[src/rtl/seg_pkg.sv]
// Shared constants for the 7-segment scan capture path: segment patterns,
// special nibble codes, digit slot indices and the capture FSM state type.
package seg_pkg;

    localparam logic [6:0] SEG_0     = 7'h7E;
    localparam logic [6:0] SEG_1     = 7'h30;
    localparam logic [6:0] SEG_2     = 7'h6D;
    localparam logic [6:0] SEG_3     = 7'h79;
    localparam logic [6:0] SEG_4     = 7'h33;
    localparam logic [6:0] SEG_5     = 7'h5B;
    localparam logic [6:0] SEG_6     = 7'h5F;
    localparam logic [6:0] SEG_7     = 7'h70;
    localparam logic [6:0] SEG_8     = 7'h7F;
    localparam logic [6:0] SEG_9     = 7'h7B;
    localparam logic [6:0] SEG_BLANK = 7'h00;

    localparam logic [3:0] NIB_BLANK = 4'hB;
    localparam logic [3:0] NIB_ERR   = 4'hF;

    // Slot index equals the com bit that enables the digit.
    localparam int DIG_H10 = 0;
    localparam int DIG_H1  = 1;
    localparam int DIG_M10 = 2;
    localparam int DIG_M1  = 3;
    localparam int DIG_S10 = 4;
    localparam int DIG_S1  = 5;

    typedef enum logic [1:0] {
        IDLE,
        SETTLING,
        HELD
    } scan_state_t;

endpackage

[src/rtl/seg7_decode.sv]
// Combinational 7-segment to BCD decoder; blank and undecodable patterns
// are flagged and mapped to their dedicated nibble codes.
module seg7_decode
    import seg_pkg::*;
(
    input  logic [6:0] seg,
    output logic [3:0] nibble,
    output logic       blank,
    output logic       err
);

    always_comb begin
        nibble = NIB_ERR;
        blank  = 1'b0;
        err    = 1'b0;
        case (seg)
            SEG_0:     nibble = 4'd0;
            SEG_1:     nibble = 4'd1;
            SEG_2:     nibble = 4'd2;
            SEG_3:     nibble = 4'd3;
            SEG_4:     nibble = 4'd4;
            SEG_5:     nibble = 4'd5;
            SEG_6:     nibble = 4'd6;
            SEG_7:     nibble = 4'd7;
            SEG_8:     nibble = 4'd8;
            SEG_9:     nibble = 4'd9;
            SEG_BLANK: begin
                nibble = NIB_BLANK;
                blank  = 1'b1;
            end
            default:   err = 1'b1;
        endcase
    end

endmodule

[src/rtl/seg_scan_capture.sv]
// Samples the multiplexed display lines and rebuilds the HH:MM:SS BCD word.
// Optional macro SEG_SCAN_DOT_CAPTURE_EN adds per-digit decimal point capture (dots_out).
module seg_scan_capture
    import seg_pkg::*;
#(
    parameter int SETTLE  = 4,
    parameter int TIMEOUT = 1000000
) (
    input  logic        clock,
    input  logic        reset,
    input  logic [7:0]  com,
    input  logic [6:0]  seg,
    input  logic        dot,
    output logic [23:0] time_out,
    output logic        frame_valid,
    output logic        frame_changed,
    output logic        seg_err,
    output logic        blank_seen,
    output logic        stale
`ifdef SEG_SCAN_DOT_CAPTURE_EN
    ,
    output logic [5:0]  dots_out
`endif
);

    scan_state_t state, state_n;
    logic [14:0] rec, rec_n, sample;
    logic [15:0] cnt, cnt_n;
    logic        capture, legal, complete;
    logic [5:0]  sel, seen;
    logic [3:0]  dec_nib;
    logic        dec_blank, dec_err;
    logic [3:0]  slot_val [6];
    logic [23:0] slot_word;
    logic        pend_err, pend_blank;
    logic [31:0] tcnt;

    assign sample   = {com, seg};
    assign sel      = ~com[5:0];
    assign legal    = (com[7:6] == 2'b11) && $onehot(sel);
    assign complete = &seen;

    seg7_decode u_dec (
        .seg    (seg),
        .nibble (dec_nib),
        .blank  (dec_blank),
        .err    (dec_err)
    );

    always_ff @(posedge clock) begin
        if (reset) begin
            state <= IDLE;
            rec   <= '0;
            cnt   <= '0;
        end else begin
            state <= state_n;
            rec   <= rec_n;
            cnt   <= cnt_n;
        end
    end

    // A dwell is captured once, on the sample that brings the run to SETTLE.
    always_comb begin
        state_n = state;
        rec_n   = rec;
        cnt_n   = cnt;
        capture = 1'b0;
        case (state)
            IDLE: begin
                if (legal) begin
                    rec_n = sample;
                    cnt_n = 16'd1;
                    if (SETTLE <= 1) begin
                        capture = 1'b1;
                        state_n = HELD;
                    end else begin
                        state_n = SETTLING;
                    end
                end
            end
            SETTLING: begin
                if (!legal) begin
                    state_n = IDLE;
                end else if (sample == rec) begin
                    cnt_n = cnt + 16'd1;
                    if (cnt_n >= 16'(SETTLE)) begin
                        capture = 1'b1;
                        state_n = HELD;
                    end
                end else begin
                    rec_n = sample;
                    cnt_n = 16'd1;
                end
            end
            HELD: begin
                if (sample != rec) begin
                    if (legal) begin
                        rec_n   = sample;
                        cnt_n   = 16'd1;
                        state_n = SETTLING;
                    end else begin
                        state_n = IDLE;
                    end
                end
            end
            default: state_n = IDLE;
        endcase
    end

    always_comb begin
        slot_word = {slot_val[DIG_H10], slot_val[DIG_H1], slot_val[DIG_M10],
                     slot_val[DIG_M1], slot_val[DIG_S10], slot_val[DIG_S1]};
    end

    // A capture landing on the completion cycle seeds the next frame.
    always_ff @(posedge clock) begin
        if (reset) begin
            for (int i = 0; i < 6; i++) slot_val[i] <= '0;
            seen          <= '0;
            pend_err      <= 1'b0;
            pend_blank    <= 1'b0;
            time_out      <= '0;
            frame_valid   <= 1'b0;
            frame_changed <= 1'b0;
            seg_err       <= 1'b0;
            blank_seen    <= 1'b0;
        end else begin
            frame_valid   <= 1'b0;
            frame_changed <= 1'b0;
            for (int i = 0; i < 6; i++) begin
                if (capture && sel[i]) slot_val[i] <= dec_nib;
            end
            if (complete) begin
                time_out      <= slot_word;
                frame_valid   <= 1'b1;
                frame_changed <= (slot_word != time_out);
                seg_err       <= pend_err;
                blank_seen    <= pend_blank;
                seen          <= capture ? sel : 6'b0;
                pend_err      <= capture && dec_err;
                pend_blank    <= capture && dec_blank;
            end else if (capture) begin
                seen       <= seen | sel;
                pend_err   <= pend_err | dec_err;
                pend_blank <= pend_blank | dec_blank;
            end
        end
    end

    always_ff @(posedge clock) begin
        if (reset) begin
            tcnt  <= '0;
            stale <= 1'b1;
        end else if (complete) begin
            tcnt  <= '0;
            stale <= 1'b0;
        end else if (tcnt != 32'(TIMEOUT - 1)) begin
            tcnt <= tcnt + 32'd1;
            if (tcnt == 32'(TIMEOUT - 2)) stale <= 1'b1;
        end
    end

`ifdef SEG_SCAN_DOT_CAPTURE_EN
    logic [5:0] slot_dot;

    always_ff @(posedge clock) begin
        if (reset) begin
            slot_dot <= '0;
            dots_out <= '0;
        end else begin
            for (int i = 0; i < 6; i++) begin
                if (capture && sel[i]) slot_dot[i] <= dot;
            end
            if (complete) dots_out <= slot_dot;
        end
    end
`else
    logic unused_dot;
    assign unused_dot = dot;
`endif

endmodule

[config.mk]
export PLATFORM = sky130hd
export DESIGN_NAME = seg_scan_capture
export DESIGN_NICKNAME = d
export VERILOG_FILES = /design/src/rtl/seg_pkg.sv /design/src/rtl/seg7_decode.sv /design/src/rtl/seg_scan_capture.sv
export SDC_FILE = /design/constraint.sdc
export NUM_CORES = 1
export LEC_CHECK = 0
export ABC_CLOCK_PERIOD_IN_PS = 9800
export CORE_MARGIN = 4
export CORE_UTILIZATION = 45
export CTS_CLUSTER_SIZE = 30
export DETAILED_ROUTE_END_ITERATION = 8
export PLACE_DENSITY = 0.67
export SETUP_SLACK_MARGIN = 0.1
export SLEW_MARGIN = 20
export SYNTH_ARGS = -nofsm -noshare
export SYNTH_HDL_FRONTEND = slang
export SYNTH_SLANG_ARGS = --single-unit
[constraint.sdc]
create_clock -name clock -period 9.8 [get_ports clock]
set_clock_uncertainty 0.1 [all_clocks]
set_input_delay 1.47 -clock clock [delete_from_list [all_inputs] [get_ports clock]]
set_output_delay 1.47 -clock clock [all_outputs]
set_load 0.01 [all_outputs]
==> metrics <==
Post-synth ARST share=0%; vias in the first global route=roughly 4900; top post-synthesis cells by area=dfxtp_1 32%, edfxtp_1 11%, xor2_1 6.5%; # hold bufs at CTS=0; critical path class=in2reg; Synth cell types=65; number of flops mapped to enable cells by yosys=24; GR Overflow Total=0; Fmax achieved=0.174 GHz; footprint of the multi-input gates=3270 µm²; H-tree levels=4; CTS tree=built; Hold Path Sink=seen[2]; main flop type after synthesis=dfxtp_1; CTS Buffer Depth=2; max-slew violations=0; initial antenna violation count=0; final hold vios=0; area leader, netlist=dfxtp_1; largest net degree at the start of global routing=54; vias=5096; Max Fanout on Critical Path=23; Critical Path End Type=flop; Placed Instances=roughly 880; Synth Register Bits=between 100 and 150; Reg2Reg Depth=7; r2r endpoint=slot_val[1][3]; Max rail drop VDD=~120 µV; R2R setup slack=6900 ps; minimum clock period=roughly 5800 ps; CTS sink count=126; Die Width=around 130 µm; Die Y=roughly 130 µm; drt total wl=14.2 mm; Routed Antenna Nets=0; Starting Density=a little under half; Root Buffer=clkbuf_16; r2r startpoint=cnt[0]; top-level I/O count=between 40 and 50; Setup violations, final=0; GPL Wtd Cong=a little under 0.9; 1st-iter DRT viols=a little under 500; HP Start=seen[2]; vias per inst=5.61; Non-Filler Instances=909; hold crit path type=reg2reg; PostCTS Resize Cnt=0; Syn Nets=~720; Worst Hold Depth=2; fin nets=741; Clock Pin Slew Worst Setup and Hold Paths=60 ps; area fraction of the dominant cell type after synthesis=roughly 32%; status=finished clean; Cells after Synth=approximately 700; FF+latch area=between 2000 and 3000 µm²; Post-CTS Setup Bufs=0; GRT Total Usage=18.1%; core area=~14000 µm²; PD cells=163 nW/µm²; final setup TNS=0 ps; Tightest Pin Transition=between 1000 and 1500 ps; Worst setup SP type=input pin; Post-Route Utilization=between 50% and 60%; synthesized area=about 6300 µm²; cts bufs inserted=17; DRC=0; Slew headroom=between 30 and 40%; Site Rows=43; period utilization=between 50% and 60%; first-pass GRT wire length=between 20 and 25 mm; average instance area after synthesis=~9 µm²; critical path data required time=around 10000 ps; die area=approximately 16000 µm²; sequential element share of the synthesized area=between 40% and 50%; dpl hpwl=roughly 9.9 mm; WP data arrival=5960 ps; fill count=around 1300; Port-buffer cells=45; Clk Latency, worst-skew pair=410 ps; Routed wire per std cell=15.7 µm; Pre-antenna DRT Iters=4; total leakage power=2.68 nW; Ys Warns=0; P&R area growth vs syn=15.9%; Diodes inserted=0; fraction of layout cells with a size suffix above 1=between 7 and 8%; Max-cap violations=0; unrepaired setup endpoints after global routing=false
[worst max path at each step]
stage,start,endpoint,slack [ps],cells past startpoint
floorplan,com[0],slot_val[0][0],5200,10
global placement,com[0],cnt[7],3710,11
detailed placement,com[1],cnt[7],3680,11
CTS,com[1],cnt[7],4010,11
global route,com[0],cnt[5],3650,11
finish,com[1],cnt[7],4050,11
[per-layer routing]
metal	GRT usage, %	vias to the layer above	wire length (µm)
met5	0	-	0
li1	-	2547	-
met1	24.3	2437	6680
met3	4.34	13	700
met4	5.17	0	177
met2	29.2	99	6670
[power by group]
| group | switching, mW | total, mW | leakage, nW | internal [mW] |
|---|---|---|---|---|
| logic | 0.0404 | 0.0651 | 1.36 | 0.0247 |
| clock network | 0.212 | 0.589 | 0.267 | 0.376 |
| registers | 0.00836 | 0.546 | 1.05 | 0.538 |
| total | 0.261 | 1.20 | 2.68 | 0.939 |
[flip-flops by register name, summed over array words and instances, names as in the netlist]
register and count:
blank_seen 1, frame_changed 1, seg_err 1, rec 15, slot_val 24, pend_err 1
tcnt 32, seen 6, stale 1, pend_blank 1, state 2, cnt 16
time_out 24, frame_valid 1
[final cells by class]
class | count | area share [%]
Inverter | 18 | 0.919
Clock buffer | 23 | 6.23
Timing Repair Buffer | 48 | 6.43
Clock inverter | 9 | 1.28
Multi-Input combinational cell | 505 | 44.5
Tap cell | 180 | 3.06
Sequential cell | 126 | 37.6
[per-stage QoR]
| stage | power [mW] | area [µm²] | hold WS, ps | setup slack [ps] |
|---|---|---|---|---|
| 4_1_cts | 1.21 | 7350 | 354 | 4010 |
| 3_5_place_dp | 0.621 | 6800 | 341 | 3680 |
| 6_report | 1.20 | 7350 | 352 | 4050 |
| 3_3_place_gp | 0.619 | 6800 | 334 | 3710 |
| 5_1_grt | 1.24 | 7350 | 381 | 3650 |
| 2_1_floorplan | 0.601 | 6340 | 325 | 5200 |
[critical path: stages]
cell and delay (ps):
clkdlybuf4s50_1 710, inv_1 150, fa_1 490, fa_1 520
ha_1 140, inv_1 40, fa_1 490, nand3_1 650
o31ai_2 860, o21ai_0 200, a21o_1 220
[cell usage in the layout, fill, tap and decap left out, types with 3 or more instances in the layout]
cell,synthesis,final
clkbuf_1,22,5
and3_1,18,18
nand2_1,94,94
or3_1,6,6
a21o_1,9,9
nor4_1,26,26
clkinv_2,0,3
o41ai_1,8,8
o21a_1,4,4
and4_1,10,10
xnor2_1,22,22
mux2i_1,6,6
inv_1,18,18
clkdlybuf4s50_1,0,45
nor3b_1,8,8
o31ai_2,10,10
o211ai_1,8,8
dfxtp_1,102,102
clkbuf_16,0,17
o21ai_0,17,17
nand3_1,24,24
nand4_1,16,16
xor2_1,47,47
nor3_1,26,25
buf_4,4,3
fa_1,3,3
a21oi_1,37,37
clkinv_1,0,3
a22o_1,3,3
o31ai_1,6,6
edfxtp_1,24,24
ha_1,4,4
nor2_1,46,46
[cells in the mapped netlist (3+ instances only)]
cell type	number
o21a_1	4
xnor2_1	22
nand3_1	24
nor3_1	26
nand4_1	16
buf_2	19
dfxtp_1	102
o41ai_1	8
nor4_1	26
ha_1	4
a21oi_1	37
nor3b_1	8
buf_4	4
or3_1	6
clkbuf_1	22
a21o_1	9
o211ai_1	8
and4_1	10
xor2_1	47
o31ai_2	10
a22o_1	3
and3_1	18
nand2_1	94
o21ai_0	17
mux2i_1	6
fa_1	3
inv_1	18
nor2_1	46
o31ai_1	6
edfxtp_1	24
[cell families after synthesis]
kind of cell | count (synthesis) | share of synthesized area (%)
adders and majority gates | 8 | 1.91
DFF | 126 | 43.6
buffers and inverters | 67 | 4.91
and+or+nand+nor | 297 | 24.8
xor gates and xnor gates | 69 | 9.53
muxes | 7 | 1.12
AOI/OAI and AO/OA | 124 | 14.2
Note: power is estimated with default switching activity, not from simulation.
